## src/rtl/route_compute_unit.sv

```systemverilog
// route_compute_unit
//   Registered per-input route computation for a 2D mesh router. Each input
//   channel latches the destination of a head flit, computes the output port
//   (dimension-ordered XY or YX) and holds it until the packet's tail flit is
//   consumed. Packets addressed outside the mesh, or that would leave through
//   the port they arrived on, are sunk without ever presenting a route.
//
//   Ports:
//     clk, rst       clock, asynchronous active-high reset
//     flit_valid     per-channel flit present
//     flit_is_head   per-channel head marker
//     flit_is_tail   per-channel tail marker (head+tail = single-flit packet)
//     dest_address   per-channel destination {y,x}, slice [i*AW +: AW]
//     route_ack      per-channel allocator accept
//     flit_ready     per-channel flit consumed (with flit_valid)
//     route_valid    per-channel route locked and valid
//     route_port     per-channel output port ID, slice [i*3 +: 3]
//     drop_active    per-channel sinking a dropped packet
//     err_orphan     per-channel sticky: non-head flit seen with no route
//
//   Channel FSM states:
//     state  | meaning
//     IDLE   | no packet; waiting for a head flit (head is not consumed here)
//     ROUTED | route locked; flits leave on allocator acks until the tail
//     DROP   | packet rejected; flits sunk one per cycle until the tail

module route_compute_unit #(
  parameter int NOC_WIDTH    = 4,
  parameter int NOC_LENGTH   = 4,
  parameter int ROUTER_ID    = 0,
  parameter int NUM_PORTS    = 5,
  parameter int ROUTING_MODE = 0,
  localparam int XW = $clog2(NOC_WIDTH),
  localparam int YW = $clog2(NOC_LENGTH),
  localparam int AW = XW + YW
) (
  input  logic                   clk,
  input  logic                   rst,
  input  logic [NUM_PORTS-1:0]   flit_valid,
  input  logic [NUM_PORTS-1:0]   flit_is_head,
  input  logic [NUM_PORTS-1:0]   flit_is_tail,
  input  logic [NUM_PORTS*AW-1:0] dest_address,
  input  logic [NUM_PORTS-1:0]   route_ack,
  output logic [NUM_PORTS-1:0]   flit_ready,
  output logic [NUM_PORTS-1:0]   route_valid,
  output logic [NUM_PORTS*3-1:0] route_port,
  output logic [NUM_PORTS-1:0]   drop_active,
  output logic [NUM_PORTS-1:0]   err_orphan
);

  localparam logic [2:0] LOCAL_PORT_ID = 3'd0;
  localparam logic [2:0] WEST_PORT_ID  = 3'd1;
  localparam logic [2:0] NORTH_PORT_ID = 3'd2;
  localparam logic [2:0] EAST_PORT_ID  = 3'd3;
  localparam logic [2:0] SOUTH_PORT_ID = 3'd4;

  localparam logic [AW-1:0] RID = AW'(ROUTER_ID);
  localparam logic [XW-1:0] RX  = RID[XW-1:0];
  localparam logic [YW-1:0] RY  = RID[AW-1:XW];

  typedef enum logic [1:0] {
    IDLE   = 2'd0,
    ROUTED = 2'd1,
    DROP   = 2'd2
  } state_t;

  for (genvar i = 0; i < NUM_PORTS; i++) begin : g_ch
    state_t          state;
    state_t          state_next;
    logic [AW-1:0]   dest;
    logic [XW-1:0]   dx;
    logic [YW-1:0]   dy;
    logic [2:0]      port_calc;
    logic            drop_calc;
    logic [2:0]      port_q;
    logic            orphan_q;
    logic            orphan_set;
    logic            ready;
    logic            head_seen;

    assign dest = dest_address[i*AW +: AW];
    assign dx   = dest[XW-1:0];
    assign dy   = dest[AW-1:XW];

    // Dimension-ordered port selection plus the reject conditions.
    always_comb begin
      port_calc = LOCAL_PORT_ID;
      if (dest == RID) begin
        port_calc = LOCAL_PORT_ID;
      end else if (ROUTING_MODE == 0) begin
        if (dx > RX)      port_calc = EAST_PORT_ID;
        else if (dx < RX) port_calc = WEST_PORT_ID;
        else if (dy > RY) port_calc = NORTH_PORT_ID;
        else              port_calc = SOUTH_PORT_ID;
      end else begin
        if (dy > RY)      port_calc = NORTH_PORT_ID;
        else if (dy < RY) port_calc = SOUTH_PORT_ID;
        else if (dx > RX) port_calc = EAST_PORT_ID;
        else              port_calc = WEST_PORT_ID;
      end
      // A packet from any network channel must not be sent back out the
      // same side; the local channel is exempt since LOCAL is never a U-turn.
      drop_calc = (int'(dx) >= NOC_WIDTH) || (int'(dy) >= NOC_LENGTH) ||
                  ((i != 0) && (port_calc == 3'(i)));
    end

    always_comb begin
      state_next = state;
      ready      = 1'b0;
      orphan_set = 1'b0;
      head_seen  = 1'b0;
      case (state)
        IDLE: begin
          if (flit_valid[i]) begin
            if (flit_is_head[i]) begin
              // Head stays in the buffer; it is consumed in ROUTED/DROP.
              head_seen  = 1'b1;
              state_next = drop_calc ? DROP : ROUTED;
            end else begin
              ready      = 1'b1;
              orphan_set = 1'b1;
            end
          end
        end
        ROUTED: begin
          ready = flit_valid[i] & route_ack[i];
          if (ready && flit_is_tail[i]) state_next = IDLE;
        end
        DROP: begin
          ready = flit_valid[i];
          if (ready && flit_is_tail[i]) state_next = IDLE;
        end
        default: state_next = IDLE;
      endcase
    end

    always_ff @(posedge clk or posedge rst) begin
      if (rst) begin
        state    <= IDLE;
        port_q   <= 3'd0;
        orphan_q <= 1'b0;
      end else begin
        state <= state_next;
        if (head_seen) port_q <= drop_calc ? 3'd0 : port_calc;
        if (orphan_set) orphan_q <= 1'b1;
      end
    end

    // Ready is combinational, so it is masked while reset is held to keep
    // every output at zero during reset.
    assign flit_ready[i]         = ready & ~rst;
    assign route_valid[i]        = (state == ROUTED);
    assign drop_active[i]        = (state == DROP);
    assign route_port[i*3 +: 3]  = port_q;
    assign err_orphan[i]         = orphan_q;
  end

endmodule

```

## config.mk

```make
export PLATFORM = sky130hd
export DESIGN_NAME = route_compute_unit
export DESIGN_NICKNAME = d
export VERILOG_FILES = /design/src/rtl/route_compute_unit.sv
export SDC_FILE = /design/constraint.sdc
export NUM_CORES = 1
export LEC_CHECK = 0
export ABC_AREA = 1
export BUFFER_PORTS_ARGS = -buffer_cell sky130_fd_sc_hd__buf_2
export CORE_MARGIN = 4
export CORE_UTILIZATION = 42
export CTS_BUF_LIST = sky130_fd_sc_hd__clkbuf_16
export DETAILED_ROUTE_END_ITERATION = 7
export PLACE_DENSITY = 0.9
export SKIP_LAST_GASP = 1
export SYNTH_ARGS = -nofsm -noshare
export SYNTH_HDL_FRONTEND = slang
export SYNTH_SLANG_ARGS = --single-unit
```

## constraint.sdc

```tcl
create_clock -name clk -period 1.3 [get_ports clk]
set_input_delay 0.26 -clock clk [delete_from_list [all_inputs] [get_ports clk]]
set_output_delay 0.26 -clock clk [all_outputs]
set_load 0.005 [all_outputs]
```

=== Yosys cells after proc, flatten, opt, wreduce, memory -nomap -nowiden ===
Index checks and enable logic that the tools add are counted.

* Register bits: 30
* Output and inout port bits: 35
* Word-level logic and storage cells: 188

* Magnitude comparators: 15
* Equal/unequal tests: 34
* Multiplexer cells: 88
* Bitwise logic cells: 11
* Reductions and logical operators: 25

{| class="wikitable"
|+ Operators by type and width
! cell !! count
|-
| 3-bit 2-to-1 mux || 24
|-
| 2-bit 2-to-1 mux || 24
|-
| 1-bit 2-to-1 mux || 30
|-
| 2-bit one-hot mux with 3 select lines || 5
|-
| 2-bit by 1-bit greater-than comparator with 1-bit output (second input constant) || 10
|-
| 4-bit zero test || 5
|-
| 2-bit by 1-bit != test with 1-bit output (second input constant) || 10
|-
| 2-bit != test (second input constant) || 10
|-
| 4-bit AND reduction || 5
|-
| 1-bit one-hot mux with 3 select lines || 5
|-
| 1-bit bitwise AND || 10
|-
| 2-bit by 1-bit equality test with 1-bit output (second input constant) || 5
|-
| 2-bit equality test (second input constant) || 5
|-
| 1-bit logical AND || 10
|-
| 2-bit zero test || 5
|-
| 2-bit by 1-bit less-than comparator with 1-bit output (second input constant) || 5
|-
| 3-bit by 2-bit equality test with 1-bit output (second input constant) || 2
|-
| 3-bit by 1-bit equality test with 1-bit output (second input constant) || 1
|-
| 3-bit equality test (second input constant) || 1
|-
| 1-bit NOT || 1
|}

=== Longest topological paths before layout ===
Gate-level depths: netlist (run 1).

* Depth after elaboration: 10
* Gate-level depth with buffers: 6

=== Worst setup path before layout (run 1) ===
OpenSTA, ideal clock, no wires.

* Path type: input -> output
* Start point: input rst
* End point: output flit_ready[1]
* Arrival time: 953 ps
* Required time: 1040 ps
* Slack: 87 ps
* Stages: 3
* Path buffers: 0
* Cell sequence: inv_1 -> nand2_1 -> inv_1

* Word-level cells in the longest chain between the ends: 2

{| class="wikitable"
|+ Ends and longest elaborated chain
! what !! line !! RTL
|-
| start: declaration || 38 || <nowiki>input logic rst,</nowiki>
|-
| 1-bit NOT || 151 || <nowiki>assign flit_ready[i] = ready & ~rst;</nowiki>
|-
| 1-bit bitwise AND || 151 ||
|-
| end: declaration || 44 || <nowiki>output logic [NUM_PORTS-1:0] flit_ready,</nowiki>
|}

No other way between the ends.

=== Final worst setup path (run 1) ===
* Start point: register g_ch[2].state[1]
* End point: output flit_ready[2]

* Word-level cells in the longest chain between the ends: 3
* Elaborated cells between the ends (all ways): 5
* Those cells by class: eq/ne: 2; mux: 1; bitwise: 1; reduce/logical: 1

{| class="wikitable"
|+ Ends and longest elaborated chain
! what !! line !! RTL
|-
| start: declaration || 68 || <nowiki>state_t state;</nowiki>
|-
| start signal: assignment || 143 || <nowiki>state <= state_next;</nowiki>
|-
| 2-bit equality test, or another cell as far along || 112 || <nowiki>case (state)</nowiki>
|-
| 1-bit one-hot mux with 3 select lines (*) || 112 ||
|-
| 1-bit bitwise AND (*) || 151 ||
|}

Mark *: on every way between the ends. The rest lies on a longest branch, timed or not.

==> flow_metrics.tcl, run 1 <==
set metrics [dict create \
    post-route-util 0.669 \
    numCtsBuffers 3 \
    drt_iter0_drc 68 \
    powerDensity_nw_per_um2 1490 \
    grt_max_degree 12 \
    final_cell_area_sq_um 1880 \
    clk_path_buf_depth 2 \
    finClkSkew_ns 0.000654 \
    clk_pin_slew_ns 0.05 \
    seq_area_frac_synth 0.439 \
    worst_slack_ns -0.171 \
    status "finished with violations" \
    synth.cell_area_sq_um 1250 \
    crit_chain "nor2_2 -> nand3b_1 -> nand3_1 -> nand2_1 -> inv_1 -> buf_2" \
    yosys.area.top_type "dfrtp_1" \
    antenna_found_initial 0 \
    peakVddDrop_mv 0.708 \
    cts_root_buf "clkbuf_16" \
    rows 19 \
    routedWlPerCell_um 11.1 \
    required_ns 1.04 \
    cts_tree "built" \
    path_class "flip-flop to output pin" \
    clock_latency_ns 0.25 \
    cp_slowest_cell "dfrtp_1" \
    area_growth_syn_to_layout_pct 49.7 \
    min_path_type "input port to async pin" \
    leakage_uw 0.00105 \
    slowest_delay_ns 0.43 \
    place_ws_ns 0.0724 \
    vias_per_cell 4.69 \
    ys_seq_elements 22 \
    r2r_slack_ns 0.06 \
    grt_setup_unrepaired "yes" \
    syn_area_per_cell_sq_um 7.33 \
    die_w_um 62.6 \
    layout_common_cells "buf_2, nand2_1, buf_4" \
    drc_errors 0 \
    io_buffers 69 \
    vias 1366 \
    holdWs_ns 0.213 \
    fin_nets 304 \
    setup_tns_ns -0.800 \
    drive_above_1_share 0.465 \
    track_usage 0.159 \
    grt_pass1_wl_um 5230 \
    dr.pass1.iters 4 \
    htreeDepth 1 \
    worstSetupEndpointType "output pin" \
    drv_slew 0 \
    critPathArrivalTime_ns 1.21 \
    violations "setup timing" \
    nFillCells 260 \
    gp_congestion 0.782 \
    ys_top_cells_by_area "dfrtp_1, nand2_1, buf_4" \
    synth_cells 171 \
    cts-hold-fix-buffers 0 \
    die_height_um 62.6 \
    cp_max_fo 4 \
    critPathLaunchType "flip-flop" \
    finalCritPeriodShare 1.13 \
    finalHoldViolations 0 \
    n_antenna_cell 0 \
    maxCapViolations 0 \
    io_pins 77 \
    setup_viol 8 \
    place_area_sq_um 1600 \
    dpl.hpwl_um 2400 \
    layout_commonest_cell "buf_2" \
    fmaxAchievable_ghz 0.680 \
    first_global_vias 1262 \
    coreArea_sq_um 2810 \
    die-area_sq_um 3920 \
    min_period_ns 1.47 \
    cts_num_sinks 22 \
    wl_um 3230 \
    ant_nets 0 \
    synth.distinct_cells 20 \
    synth_warnings 0 \
    yosysTopAreaCellShare 0.439 \
    gr-total-overflow 0 \
    start_util 0.447 \
]
==> worst paths after layout <==
path,end,cells past startpoint,start
worst max-delay path,flit_ready[2],6,g_ch[2].state[1]
worst min-delay path,g_ch[1].state[0],3,rst
worst max register to register,g_ch[1].orphan_q,7,g_ch[1].state[1]
worst min register to register,g_ch[1].orphan_q,2,g_ch[1].orphan_q
max in group asynchronous,g_ch[1].port_q[0],3,rst
min in group clk,g_ch[1].state[1],2,flit_is_tail[1]
==> final cells by class <==
class / count / area (sq um) / share of cell area
Inverter: 25 / 93.8 / 0.0500
Clock buffer: 3 / 75.1 / 0.0400
Sequential cell: 22 / 554 / 0.295
Tap cell: 31 / 38.8 / 0.0207
Timing Repair Buffer: 94 / 547 / 0.291
Multi-Input combinational cell: 116 / 568 / 0.303
==> state kept, by name (all words and copies together), names as in the netlist <==
register / flops
g_ch.orphan_q: 5
g_ch.port_q: 9
g_ch.state: 8
==> critical path, delay by kind of cell, from the launching register on <==
family / cells / cell delay, ns
flops: 1 / 0.43
simple gates: 4 / 0.40
buf+inv: 2 / 0.15
==> routing by layer <==
metal | track usage | vias to the layer above | wire length (um)
met5 | 0 | - | 0
met4 | 0.0551 | 0 | 59
met3 | 0.0342 | 8 | 242
met2 | 0.282 | 56 | 1640
met1 | 0.190 | 602 | 1290
li1 | - | 700 | -
==> synthesized netlist by cell type, drive strengths merged <==
cell type   n
a21boi      1
a21oi      10
a31oi       2
a41oi       1
buf        13
clkbuf      1
conb        1
dfrtp      22
inv        25
nand2      40
nand3      19
nand3b      2
nor2       27
nor3        1
o21ai       5
or2         1
==> report_power, final <==
| part | total, uW | internal [uW] | leakage [uW] | switching [uW] |
|---|---|---|---|---|
| sequential | 987 | 833 | 0.000236 | 154 |
| combinational | 1200 | 653 | 0.000779 | 549 |
| clock | 615 | 405 | 0.0000370 | 211 |
| total | 2800 | 1890 | 0.00105 | 914 |
==> per-stage QoR <==
step	instances	power, uW
final	291	2800
after floorplan	177	1470
after global routing	291	3030
after CTS	289	2710
after detailed placement	268	1830
after global placement	268	1800
==> cells by family (layout without fill, tap and decap cells) <==
kind of cell	Yosys count	after routing	synth area share
AO/OA/AOI/OAI	19	19	0.0828
buffers and inverters	39	122	0.156
flip-flops	22	22	0.439
other	1	7	0.00299
AND/OR/NAND/NOR	90	90	0.319
==> what timing repair did <==
item	CTS	global route
resized for setup	6	14
gates cloned	0	0
pin swaps	12	13
setup buffers	18	6
endpoints found under the setup margin	5	11
(Power assumes the default switching activity.)
==> run 2, diff against run 1 <==
==> constraint.sdc (replaced) <==
create_clock -name clk -period 1.3 [get_ports clk]
set_input_delay 0.065 -clock clk [delete_from_list [all_inputs] [get_ports clk]]
set_output_delay 0.065 -clock clk [all_outputs]
set_load 0.005 [all_outputs]
==> run 2 against run 1 <==
- the run now ends clean
- global-route usage decreased by 0.54 points
- cell count decreased by 4.5%
- power shrank 6.4%
- clock power grew 0.7%
- die area did not move
- setup slack better by 0.18 ns
- sequential share of layout area grew 2.1 points
- clock-buffer cell count stayed put
- critical path type unchanged
- critical endpoint unchanged
==> flow_metrics.tcl, run 2 (synthesis results as in run 1) <==
set metrics [dict create \
    drt_iter0_drc 32 \
    vias_per_cell 4.68 \
    finClkSkew_ns 0.00165 \
    required_ns 1.24 \
    slowest_delay_ns 0.44 \
    grt_setup_unrepaired "yes" \
    top_register "g_ch.port_q" \
    cp_slowest_cell "dfrtp_2" \
    finalHoldViolations 0 \
    powerDensity_nw_per_um2 1500 \
    gp_congestion 0.794 \
    rows 19 \
    layout_common_cells "buf_2, nand2_1, inv_1" \
    critPathLaunchType "flip-flop" \
    clock_latency_ns 0.25 \
    n_antenna_cell 0 \
    htreeDepth 1 \
    min_path_type "input port to async pin" \
    crit_family "flip-flops" \
    track_usage 0.154 \
    vias 1300 \
    io_pins 77 \
    cts_root_buf "clkbuf_16" \
    crit_chain "nor2_4 -> nand3b_1 -> nand3_1 -> nand2_1 -> inv_1 -> buf_2" \
    layout_commonest_cell "buf_2" \
    place_ws_ns 0.142 \
    finalCritPeriodShare 0.996 \
    start_util 0.447 \
    die-area_sq_um 3920 \
    die_w_um 62.6 \
    die_height_um 62.6 \
    io_buffers 69 \
    clk_pin_slew_ns 0.05 \
    fin_nets 291 \
    dr.pass1.iters 4 \
    drc_errors 0 \
    grt_max_degree 12 \
    p_total_uw 2630 \
    ant_nets 0 \
    leakage_uw 0.000984 \
    register_area_sq_um 556 \
    setup_viol 0 \
    worstSetupEndpointType "output pin" \
    critPathArrivalTime_ns 1.23 \
    maxCapViolations 0 \
    first_global_vias 1176 \
    gr-total-overflow 0 \
    min_period_ns 1.30 \
    routedWlPerCell_um 10.9 \
    dpl.hpwl_um 2440 \
    drive_above_1_share 0.413 \
    top_regs "g_ch.port_q (9), g_ch.state (8), g_ch.orphan_q (5)" \
    coreArea_sq_um 2810 \
    wl_um 3040 \
    cts_num_sinks 22 \
    status "finished, final reports clean" \
    path_class "flip-flop to output pin" \
    clk_path_buf_depth 2 \
    nFillCells 264 \
    worst_slack_ns 0.00468 \
    cts_tree "built" \
    path_buf_inv 2 \
    multiInputGateArea_sq_um 556 \
    antenna_found_initial 0 \
    drv_slew 0 \
    cp_max_fo 4 \
    peakVddDrop_mv 0.902 \
    grt_pass1_wl_um 5010 \
    numCtsBuffers 3 \
    largest_reg_flops 9 \
    area_growth_syn_to_layout_pct 40.1 \
    fmaxAchievable_ghz 0.772 \
]
[run 2: changes by cell type in the layout (fill, tap and decap cells not counted), sizes merged]
cell         before  now
dlygate4sd3       0    1
buf              94   80
[run 2: metrics by stage]
| stage | util | TNS (ns) | hold slack (ns) | instance area [sq um] | cells |
|---|---|---|---|---|---|
| after detailed placement | 0.561 | 0 | 0.0773 | 1570 | 265 |
| after global routing | 0.626 | -0.108 | 0.0352 | 1760 | 278 |
| after floorplan | - | 0 | 0.0797 | 1280 | 177 |
| final | 0.626 | 0 | 0.00508 | 1760 | 278 |
| after CTS | 0.604 | 0 | 0.0144 | 1690 | 273 |
| after global placement | 0.561 | 0 | 0.0739 | 1570 | 265 |
[run 2: metal layers]
metal / share of wire / vias to the layer above / global-route usage
li1: - / 668 / -
met1: 0.41 / 572 / 0.182
met2: 0.50 / 52 / 0.273
met3: 0.078 / 8 / 0.0504
met4: 0.019 / 0 / 0.0303
met5: 0 / - / 0
[run 2: final timing paths]
| kind | start | end | slack, ns | cells past startpoint |
|---|---|---|---|---|
| max | g_ch[2].state[1] | flit_ready[2] | 0.005 | 6 |
| max reg2reg | g_ch[2].state[1] | g_ch[2].state[0] | 0.12 | 8 |
| max in group asynchronous | rst | g_ch[1].state[0] | 0.62 | 3 |
| min | rst | g_ch[4].port_q[1] | 0.005 | 3 |
| min in group clk | flit_is_tail[1] | g_ch[1].state[1] | 0.02 | 2 |
| min reg2reg | g_ch[1].orphan_q | g_ch[1].orphan_q | 0.45 | 2 |
[run 2: worst reg2reg max path: stages, from the launching register on]
cell     delay (ns)
dfrtp_2        0.44
nor2_4         0.13
buf_4          0.11
buf_4          0.10
nand2_1        0.04
nand2_1        0.07
inv_1          0.05
nand3_1        0.08
nand2_1        0.06
[run 2: report_power, final]
| part | switching [uW] | internal (uW) |
|---|---|---|
| Sequential | 169 | 836 |
| Combinational | 495 | 507 |
| Clock | 214 | 405 |
[run 2: layout make-up]
type	instances	area share
clock buffers	3	0.0427
multi-input cells	116	0.316
repair buffers	81	0.249
inverters	25	0.0534
flip-flops and latches	22	0.316
well taps	31	0.0221
[run 2: timing repair]
| action | CTS | global route |
|---|---|---|
| hold buffers | 1 | 0 |
| buffers inserted | 4 | 5 |
| pin swaps | 2 | 3 |
| gates resized for setup | 3 | 10 |
| hold endpoints to repair | 5 | 0 |
| setup endpoints to repair | 2 | 4 |
